## src/rtl/fetch_stage_pkg.sv

```systemverilog
// Shared constants and the F/D pipeline register payload for the fetch stage.
// The payload struct is reused by the later pipeline registers.
package fetch_stage_pkg;

  localparam logic [31:0] PC_RESET_VAL = 32'h0000_3000;
  localparam logic [31:0] IM_BASE_VAL  = 32'h0000_3000;
  localparam int unsigned IM_WORDS_VAL = 4096;
  localparam logic [31:0] NOP_IR       = 32'h0000_0000;

  typedef struct packed {
    logic [31:0] pc;
    logic [31:0] ir;
    logic        valid;
    logic        addr_err;
  } fd_t;

endpackage

```

## src/rtl/fetch_stage_fd_reg.sv

```systemverilog
// F/D pipeline register with reset > flush > stall > load priority.
// Flush wins over stall, so a stalled slot can still be turned into a bubble.
module fd_reg
  import fetch_stage_pkg::*;
#(
  parameter fd_t RESET_VAL = '{pc: PC_RESET_VAL, ir: NOP_IR, valid: 1'b0, addr_err: 1'b0}
) (
  input  logic clk,
  input  logic reset,
  input  logic stall,
  input  logic flush,
  input  fd_t  load_val,
  input  fd_t  flush_val,
  output fd_t  q
);

  always_ff @(posedge clk or posedge reset) begin
    if (reset) begin
      q <= RESET_VAL;
    end else if (flush) begin
      q <= flush_val;
    end else if (!stall) begin
      q <= load_val;
    end
  end

endmodule

```

## src/rtl/fetch_stage.sv

```systemverilog
// Fetch stage: PC register, instruction-memory address/range check, and the
// F/D register. Bad fetch addresses are issued as NOPs carrying an error flag.
module fetch_stage
  import fetch_stage_pkg::*;
#(
  parameter logic [31:0] PC_RESET = PC_RESET_VAL,
  parameter logic [31:0] IM_BASE  = IM_BASE_VAL,
  parameter int unsigned IM_WORDS = IM_WORDS_VAL
) (
  input  logic        clk,
  input  logic        reset,
  input  logic        stall,
  input  logic        flush,
  input  logic [31:0] NPC,
  input  logic [31:0] i_inst_rdata,
  output logic [31:0] F_PC,
  output logic [31:0] i_inst_addr,
  output logic [31:0] D_PC,
  output logic [31:0] D_IR,
  output logic        D_valid,
  output logic        D_addr_err
);

  localparam logic [31:0] IM_LAST = IM_BASE + IM_WORDS * 32'd4 - 32'd4;
  localparam fd_t FD_RESET = '{pc: PC_RESET, ir: NOP_IR, valid: 1'b0, addr_err: 1'b0};

  logic [31:0] pc_q;
  logic        err_f;
  fd_t         fd_load;
  fd_t         fd_bubble;
  fd_t         fd_q;

  // Flush redirects later stages only; the PC itself just honours stall.
  always_ff @(posedge clk or posedge reset) begin
    if (reset) begin
      pc_q <= PC_RESET;
    end else if (!stall) begin
      pc_q <= NPC;
    end
  end

  assign err_f = (pc_q[1:0] != 2'b00) || (pc_q < IM_BASE) || (pc_q > IM_LAST);

  always_comb begin
    fd_load          = '0;
    fd_load.pc       = pc_q;
    fd_load.ir       = err_f ? NOP_IR : i_inst_rdata;
    fd_load.valid    = 1'b1;
    fd_load.addr_err = err_f;

    fd_bubble          = '0;
    fd_bubble.pc       = pc_q;
    fd_bubble.ir       = NOP_IR;
    fd_bubble.valid    = 1'b0;
    fd_bubble.addr_err = 1'b0;
  end

  fd_reg #(
    .RESET_VAL (FD_RESET)
  ) u_fd_reg (
    .clk       (clk),
    .reset     (reset),
    .stall     (stall),
    .flush     (flush),
    .load_val  (fd_load),
    .flush_val (fd_bubble),
    .q         (fd_q)
  );

  assign F_PC        = pc_q;
  assign i_inst_addr = pc_q;
  assign D_PC        = fd_q.pc;
  assign D_IR        = fd_q.ir;
  assign D_valid     = fd_q.valid;
  assign D_addr_err  = fd_q.addr_err;

endmodule

```

## config.mk

```make
export PLATFORM = sky130hd
export DESIGN_NAME = fetch_stage
export DESIGN_NICKNAME = d
export VERILOG_FILES = /design/src/rtl/fetch_stage_pkg.sv /design/src/rtl/fetch_stage_fd_reg.sv /design/src/rtl/fetch_stage.sv
export SDC_FILE = /design/constraint.sdc
export NUM_CORES = 1
export LEC_CHECK = 0
export BUFFER_PORTS_ARGS = -buffer_cell sky130_fd_sc_hd__buf_4
export CELL_PAD_IN_SITES_DETAIL_PLACEMENT = 1
export CELL_PAD_IN_SITES_GLOBAL_PLACEMENT = 1
export CORE_MARGIN = 2
export CORE_UTILIZATION = 41
export CTS_CLUSTER_DIAMETER = 50
export CTS_CLUSTER_SIZE = 8
export DETAILED_ROUTE_END_ITERATION = 8
export PLACE_DENSITY = 0.84
export SYNTH_ARGS = -nofsm -noshare
export SYNTH_HDL_FRONTEND = slang
export SYNTH_HIERARCHICAL = 1
export SYNTH_SLANG_ARGS = --single-unit
export TNS_END_PERCENT = 30
```

## constraint.sdc

```tcl
create_clock -name clk -period 4.15 [get_ports clk]
set_input_delay 0.415 -clock clk [delete_from_list [all_inputs] [get_ports clk]]
set_output_delay 0.415 -clock clk [all_outputs]
set_load 0.005 [all_outputs]
```

======== Word level (Yosys, flattened, before mapping) ========
Cells that the tools add are included.
cells by class
  shift operators ......................... 0
  bitwise operators ....................... 0
  equal/unequal tests ..................... 1
  muxes and demuxes ....................... 3
  divide/modulo/power cells ............... 0
  $lt $le $gt $ge ......................... 2
  add/subtract/negate cells ............... 0
  multiply operators ...................... 0
  reduce and logical (&&, ||, !) cells .... 3
operators with widths
  cell                                                                    number
  66-bit two-way mux                                                      2
  32-bit by 15-bit > comparator with 1-bit output, second input constant  1
  32-bit by 14-bit < comparator with 1-bit output, second input constant  1
  32-bit two-way mux                                                      1
  1-bit logical OR                                                        2
  2-bit by 1-bit != test with 1-bit output, second input constant         1
  2-bit nonzero test                                                      1
word-level totals
  bits in read-only memories .............. 0
  RAM bits ................................ 0
  memories kept ........................... 0
  register bits after elaboration ......... 98
  bits of input ports ..................... 68
  bits in latches ......................... 0

======== Depth between registers and ports, before layout ========
Gate-level depths: netlist (run 1).
  word-level depth ........................ 6
  gate-level depth with buffers ........... 6
  depth with buffers taken out ............ 5

======== By module ========
Netlist (run 1), hierarchy kept.
by module, submodules not included
  module       cells each  area an instance (µm²)  sequential area each (µm²)  times used
  fd_reg       287         3,083.0                 1,654.1                     1
  fetch_stage  186         2,280.9                 803.3                       1

======== Worst setup path after synthesis (run 1) ========
OpenSTA, ideal clock, no wires.
  kind .................................... register to register
  start ................................... reg pc_q[31], in the netlist F_PC[31]
  end ..................................... reg u_fd_reg/q[3] (netlist bit)
  required time ........................... 4.067 ns
  clock period less this slack ............ 1.594 ns
  setup slack ............................. 2.556 ns
  arrival time ............................ 1.512 ns
  setup time .............................. 0.083 ns
  stages on the path, launching flop included .. 7
  cell sequence ........................... dfrtp_1 nor4_2 nand3_2 buf_6 nor4b_2 mux2i_1 o21ai_0
RTL lines
  element                 line                      text
  from (decl)             fetch_stage.sv:27         logic [31:0] pc_q;
  from (signal assigned)  fetch_stage.sv:36         pc_q <= PC_RESET;
  from (signal assigned)  fetch_stage.sv:38         pc_q <= NPC;
  to (signal assigned)    fetch_stage_fd_reg.sv:21  q <= flush_val;
  to (signal assigned)    fetch_stage_fd_reg.sv:23  q <= load_val;
  to (decl)               fetch_stage_fd_reg.sv:14  output fd_t q

==> results.md, run 1 <==
* Largest net degree at the start of global routing at 133
* Static Leak at 3.242 nW
* Global-route wire length before repair at 22,050 µm
* CTS tree: built
* Top cell type's share of synthesized area at 43.85%
* Synth Register Bits at 98
* Adder-Cell Fraction of Synth Area at 0%
* Routed len/inst at 17.52 µm
* Sequential share of the synthesized area at 45.81%
* Starting Density at 42.16%
* Most area-hungry cell type in the Yosys netlist: dfrtp_1
* Most frequent cells in the layout: buf_4 (203), dfrtp_1 (94), nand2_1 (67)
* Fin util at 53.56%
* Tmin final at 2441 ps
* Routed Antenna Nets at 0
* Clock Sinks at 98
* Gr ovfl total at 0
* Setup crit start kind: register
* Vias in the first global route at 4,141
* Crit end category: register
* DRT iter0 DRCs at 177
* Period utilisation layout at 58.81%
* Synth Area in Compound Gates at 6.158%
* Synth cell types at 23
* Die height at 118.4 µm
* Area growth syn-to-layout at 27.04%
* DRC viols at 0
* Final Hold Viols at 0
* Final Max Tran Viols at 0
* Vias per cell at 4.853
* Worst Path Required at 4390 ps
* Largest family of logic cells by synthesized area: multiplexers
* Placed Cells at 782
* Clock latency on the worst-skew pair at 340 ps
* Vias at 3,873
* CTS Buffer Depth at 2
* Status: finished, final reports clean
* HP Class: primary input to asynchronous set/reset pin
* Worst slew margin relative to its limit at 20.37%
* Post-synthesis mux area share at 19.03%
* Final setup fails at 0
* Crit Path Max Fanout at 20
* Share of layout cells above drive strength 1 at 46.33%
* Mapped Avg Cell Area at 11.34 µm²
* Post-Syn Area at 5364 µm²
* Die ar. at 14,010 µm²
* Reg2Reg Setup Slack at 1710 ps
* RSZ-0062 raised after global routing: no
* Synth Area in XOR/XNOR at 0.1633%
* CP arrival at 2680 ps
* Row cnt at 41
* DR pass1 iterations at 4
* IO buf count at 197
* Worst-margin pin slew at 1194 ps
* Peak VDD IR at 0.2423 mV
* Top Ports at 198
* CP peak stage delay at 480 ps
* Setup_tns at 0 ps
* GPL Wtd Cong at 0.7686
* Final wirelength at 13,980 µm
* Total track usage at 19.71%
* Leading cell type in the layout, fill and taps excluded: buf_4
* Setup CP Type: register to register
* Clock-pin slew on the worst setup and hold paths at 70 ps
* Yosys Warn Count at 6
* Synth area leaders: dfrtp_1 (44%), mux2i_1 (12%), buf_4 (9.4%)
* Total Nets Final at 689
* H-tree levels at 3
* P per Cell Area at 374.8 nW/µm²
* Slowest CP cell: dfrtp_1
* Worst Setup Slack post-DPL at 1714 ps
* Simple-gate portion of the synthesized area at 14.58%
* Setup Fix Bufs, Post-CTS at 0
* Initial antenna violation count at 0
* ANT cells at 0
* Total CTS buffers at 9
* # resized after CTS at 0
* RR Startpoint: F_PC[21]
* Max-cap violations at 0
* Non-Filler Instances at 798
* Crit path cell chain: nor4_2, nand3_2, buf_4, nor4b_2, mux2i_1, o21ai_1
* Clk root buf: clkbuf_16
* Maximum achievable frequency at 409.7 MHz
* Die X at 118.4 µm
* Final WS setup at 1709 ps
* Cts-stage hold buffer count at 0
* Core area at 12,720 µm²
* FF-to-FF path depth at 6
* Clock Skews at 8.222 ps
* HPWL after DPL at 9563 µm
* FF-to-FF End: u_fd_reg/q[32]
* Post-Synthesis Cells at 473
[report_power, final]
group / internal, mW / total, mW / switching [mW]
Clock: 0.516 / 0.881 / 0.365
Sequential: 1.05 / 1.15 / 0.0936
Combinational: 0.291 / 0.524 / 0.233
Total: 1.86 / 2.55 / 0.692
[cell families after synthesis]
| group | Yosys count |
|---|---|
| other | 2 |
| buffers and inverters | 101 |
| AO/OA/AOI/OAI | 66 |
| multiplexers | 98 |
| AND/OR/NAND/NOR | 107 |
| XOR/XNOR | 1 |
| flip-flops | 98 |
[state kept, by name, indices dropped and copies added, names as in the netlist]
name        flops
F_PC           32
u_fd_reg/q     66
[stage by stage]
stage,total power [mW],cell area (µm²),hold slack [ps]
3_5_place_dp,1.694,6499,515.0
6_report,2.554,6814,188.8
2_1_floorplan,1.465,5488,479.9
5_1_grt,2.673,6814,250.9
4_1_cts,2.585,6814,201.1
3_3_place_gp,1.668,6499,499.2
[synthesized netlist by cell type]
cell and n:
conb_1 2, xor2_1 1, buf_12 5, nor4_2 2
mux2_1 1, dfrtp_1 94, or3_1 1, nor4b_2 30
dfstp_2 4, o21ai_0 26, mux2_2 31, nand3_2 1
nor4_1 2, clkbuf_1 6, buf_6 3, inv_1 2
nor3_1 1, buf_2 18, buf_4 67, nand2_1 68
nor4b_1 2, o21ai_1 40, mux2i_1 66
[worst max path at each step]
| stage | startpoint | to | slack (ps) |
|---|---|---|---|
| final | F_PC[21] | u_fd_reg/q[32] | 1710 |
| after global routing | F_PC[21] | u_fd_reg/q[18] | 1510 |
| after CTS | F_PC[21] | u_fd_reg/q[32] | 1680 |
| after detailed placement | F_PC[25] | u_fd_reg/q[0] | 1710 |
| after global placement | F_PC[25] | u_fd_reg/q[0] | 1710 |
| after floorplan | reset | u_fd_reg/q[0] | 2080 |
[metal layers]
metal	global-route usage, %	wire, µm
met5	0	0
met1	22.90	5617
met2	35.01	7223
met4	8.110	361
met3	4.392	777
[worst max-delay path, delay by kind of cell (launching register included)]
family / cells / cell delay (ps)
buffers and inverters: 1 / 400
flip-flops: 1 / 480
AND/OR/NAND/NOR: 3 / 1150
multiplexers: 1 / 120
AO/OA/AOI/OAI: 1 / 180
[layout make-up]
type,count,area (µm²)
Clock buffer,12,266.5
Clock inverter,4,48.80
Fill cell,1452,5908
Inverter,2,7.507
Multi-Input combinational cell,307,2295
Sequential cell,98,2457
Tap cell,172,215.2
Timing Repair Buffer,203,1524
Note: power is estimated with default switching activity, not from simulation.
==> run 2: changes to the inputs <==
Settings changed: CORE_UTILIZATION 41 to 38, PLACE_DENSITY 0.84 to 0.79.
Clock period 4.15 ns to 2.5 ns, I/O delays scaled along.
==> run 2 against run 1 <==
  * Routed wire length fell by 0.89%
  * Clock skew rose by 0.65 ps
  * First-iteration DRC count down 6.2%
  * Combinational power rose by 69%
  * Clock power is 61% higher
  * Critical path type unchanged
==> results.md, run 2 (synthesis gave the netlist of run 1 again) <==
* Setup CP Type: register to register
* CTS tree: built
* Setup_tns at 0 ps
* Multi-input logic area at 2295 µm²
* ANT cells at 0
* Final Hold Viols at 0
* Clock Sinks at 98
* Vias at 3,925
* Worst Path Required at 2760 ps
* Largest net degree at the start of global routing at 75
* Worst Setup Slack post-DPL at 409.2 ps
* Row cnt at 43
* Static Leak at 3.274 nW
* CTS Buffer Depth at 2
* Fillers at 1,536
* Clock latency on the worst-skew pair at 350 ps
* Total CTS buffers at 9
* Final wirelength at 13,860 µm
* Routed len/inst at 17.10 µm
* Leading cell type in the layout, fill and taps excluded: buf_4
* Max-cap violations at 0
* Top reg by flops: u_fd_reg/q
* HP Class: primary input to register
* Die height at 122.8 µm
* Area growth syn-to-layout at 29.02%
* RSZ-0062 raised after global routing: no
* Share of layout cells above drive strength 1 at 46.51%
* Die X at 122.8 µm
* Core area at 13,830 µm²
* Register area at 2457 µm²
* Final setup fails at 0
* IO buf count at 197
* Starting Density at 38.79%
* HPWL after DPL at 9878 µm
* Most frequent cells in the layout: buf_4 (200), dfrtp_1 (94), nand2_1 (67)
* Final Max Tran Viols at 0
* GPL Wtd Cong at 0.7355
* Setup crit start kind: register
* Gr ovfl total at 0
* Bufs and invs on worst path at 1
* # resized after CTS at 0
* Final WS setup at 382.8 ps
* Routed Antenna Nets at 0
* Total track usage at 18.54%
* Vias in the first global route at 4,159
* Initial antenna violation count at 0
* Cell family with most CP delay: simple AND/OR/NAND/NOR gates
* CP arrival at 2380 ps
* Maximum achievable frequency at 472.3 MHz
* Number of flip-flops in the largest register at 66
* Vias per cell at 4.846
* Crit end category: register
* Worst-margin pin slew at 723.5 ps
* DR pass1 iterations at 4
* Clock Skews at 8.869 ps
* Slowest CP cell: dfrtp_1
* Period utilisation layout at 84.69%
* P per Cell Area at 608.8 nW/µm²
* Clk root buf: clkbuf_16
* CP peak stage delay at 440 ps
* DRC viols at 0
* H-tree levels at 3
* Setup Fix Bufs, Post-CTS at 0
* Clock-pin slew on the worst setup and hold paths at 70 ps
* Total Nets Final at 693
* Die ar. at 15,080 µm²
* Cts-stage hold buffer count at 1
* Tmin final at 2117 ps
* Crit Path Max Fanout at 20
* Top Ports at 198
* Status: finished, final reports clean
* Peak VDD IR at 0.2859 mV
* Worst slew margin relative to its limit at 51.70%
* DRT iter0 DRCs at 166
* Global-route wire length before repair at 21,650 µm
* Crit path cell chain: nor4_1, nand2_2, buf_12, nor4b_2, mux2i_1, o21ai_0
[run 2: worst reg2reg max path: stages (launching register included)]
cell     delay, ps
dfrtp_1        440
nor4_1         420
nand2_2        350
buf_12         290
nor4b_2        250
mux2i_1        100
o21ai_0        180
[run 2: power by group]
group          internal [mW]  leakage (nW)  switching (mW)
combinational          0.500          1.95           0.385
sequential              1.75          1.18           0.157
clock                  0.785         0.144           0.637
[run 2: final timing paths]
path                       startpoint  slack (ps)  cells after the start              to
min reg2reg                  F_PC[13]         530                      2  u_fd_reg/q[47]
min                           NPC[14]         110                      2        F_PC[14]
max in group asynchronous       reset        1170                      4  u_fd_reg/q[47]
max reg2reg                  F_PC[22]         380                      6  u_fd_reg/q[21]
min in group asynchronous       reset         520                      3        F_PC[11]
max                          F_PC[22]         380                      6  u_fd_reg/q[21]
[run 2: layout make-up]
| class | instances | area share, % |
|---|---|---|
| sequential | 98 | 35.51 |
| multi-input combinational | 307 | 33.16 |
| timing repair buffer | 207 | 23.58 |
| clock buffer | 9 | 3.254 |
| tap | 180 | 3.254 |
| clock inverter | 7 | 1.139 |
| inverter | 2 | 0.1085 |
[run 2: routing by layer]
metal / up-vias / wire, µm / global-route usage [%] / share of wire [%]
li1: 1855 / - / - / -
met1: 1934 / 5512 / 21.27 / 40
met2: 121 / 7326 / 33.70 / 53
met3: 15 / 749 / 3.717 / 5.4
met4: 0 / 267 / 7.040 / 1.9
met5: - / 0 / 0 / 0
[run 2: per-stage QoR]
step / hold slack, ps / instances / power [mW] / util [%] / area [µm²]
floorplan: 364.7 / 506 / 2.431 / - / 5488
global placement: 336.1 / 793 / 2.792 / 47.78 / 6606
detailed placement: 338.7 / 793 / 2.834 / 47.78 / 6606
CTS: 96.28 / 810 / 4.287 / 50.05 / 6920
global route: 101.0 / 810 / 4.431 / 50.05 / 6920
finish: 109.8 / 810 / 4.213 / 50.05 / 6920
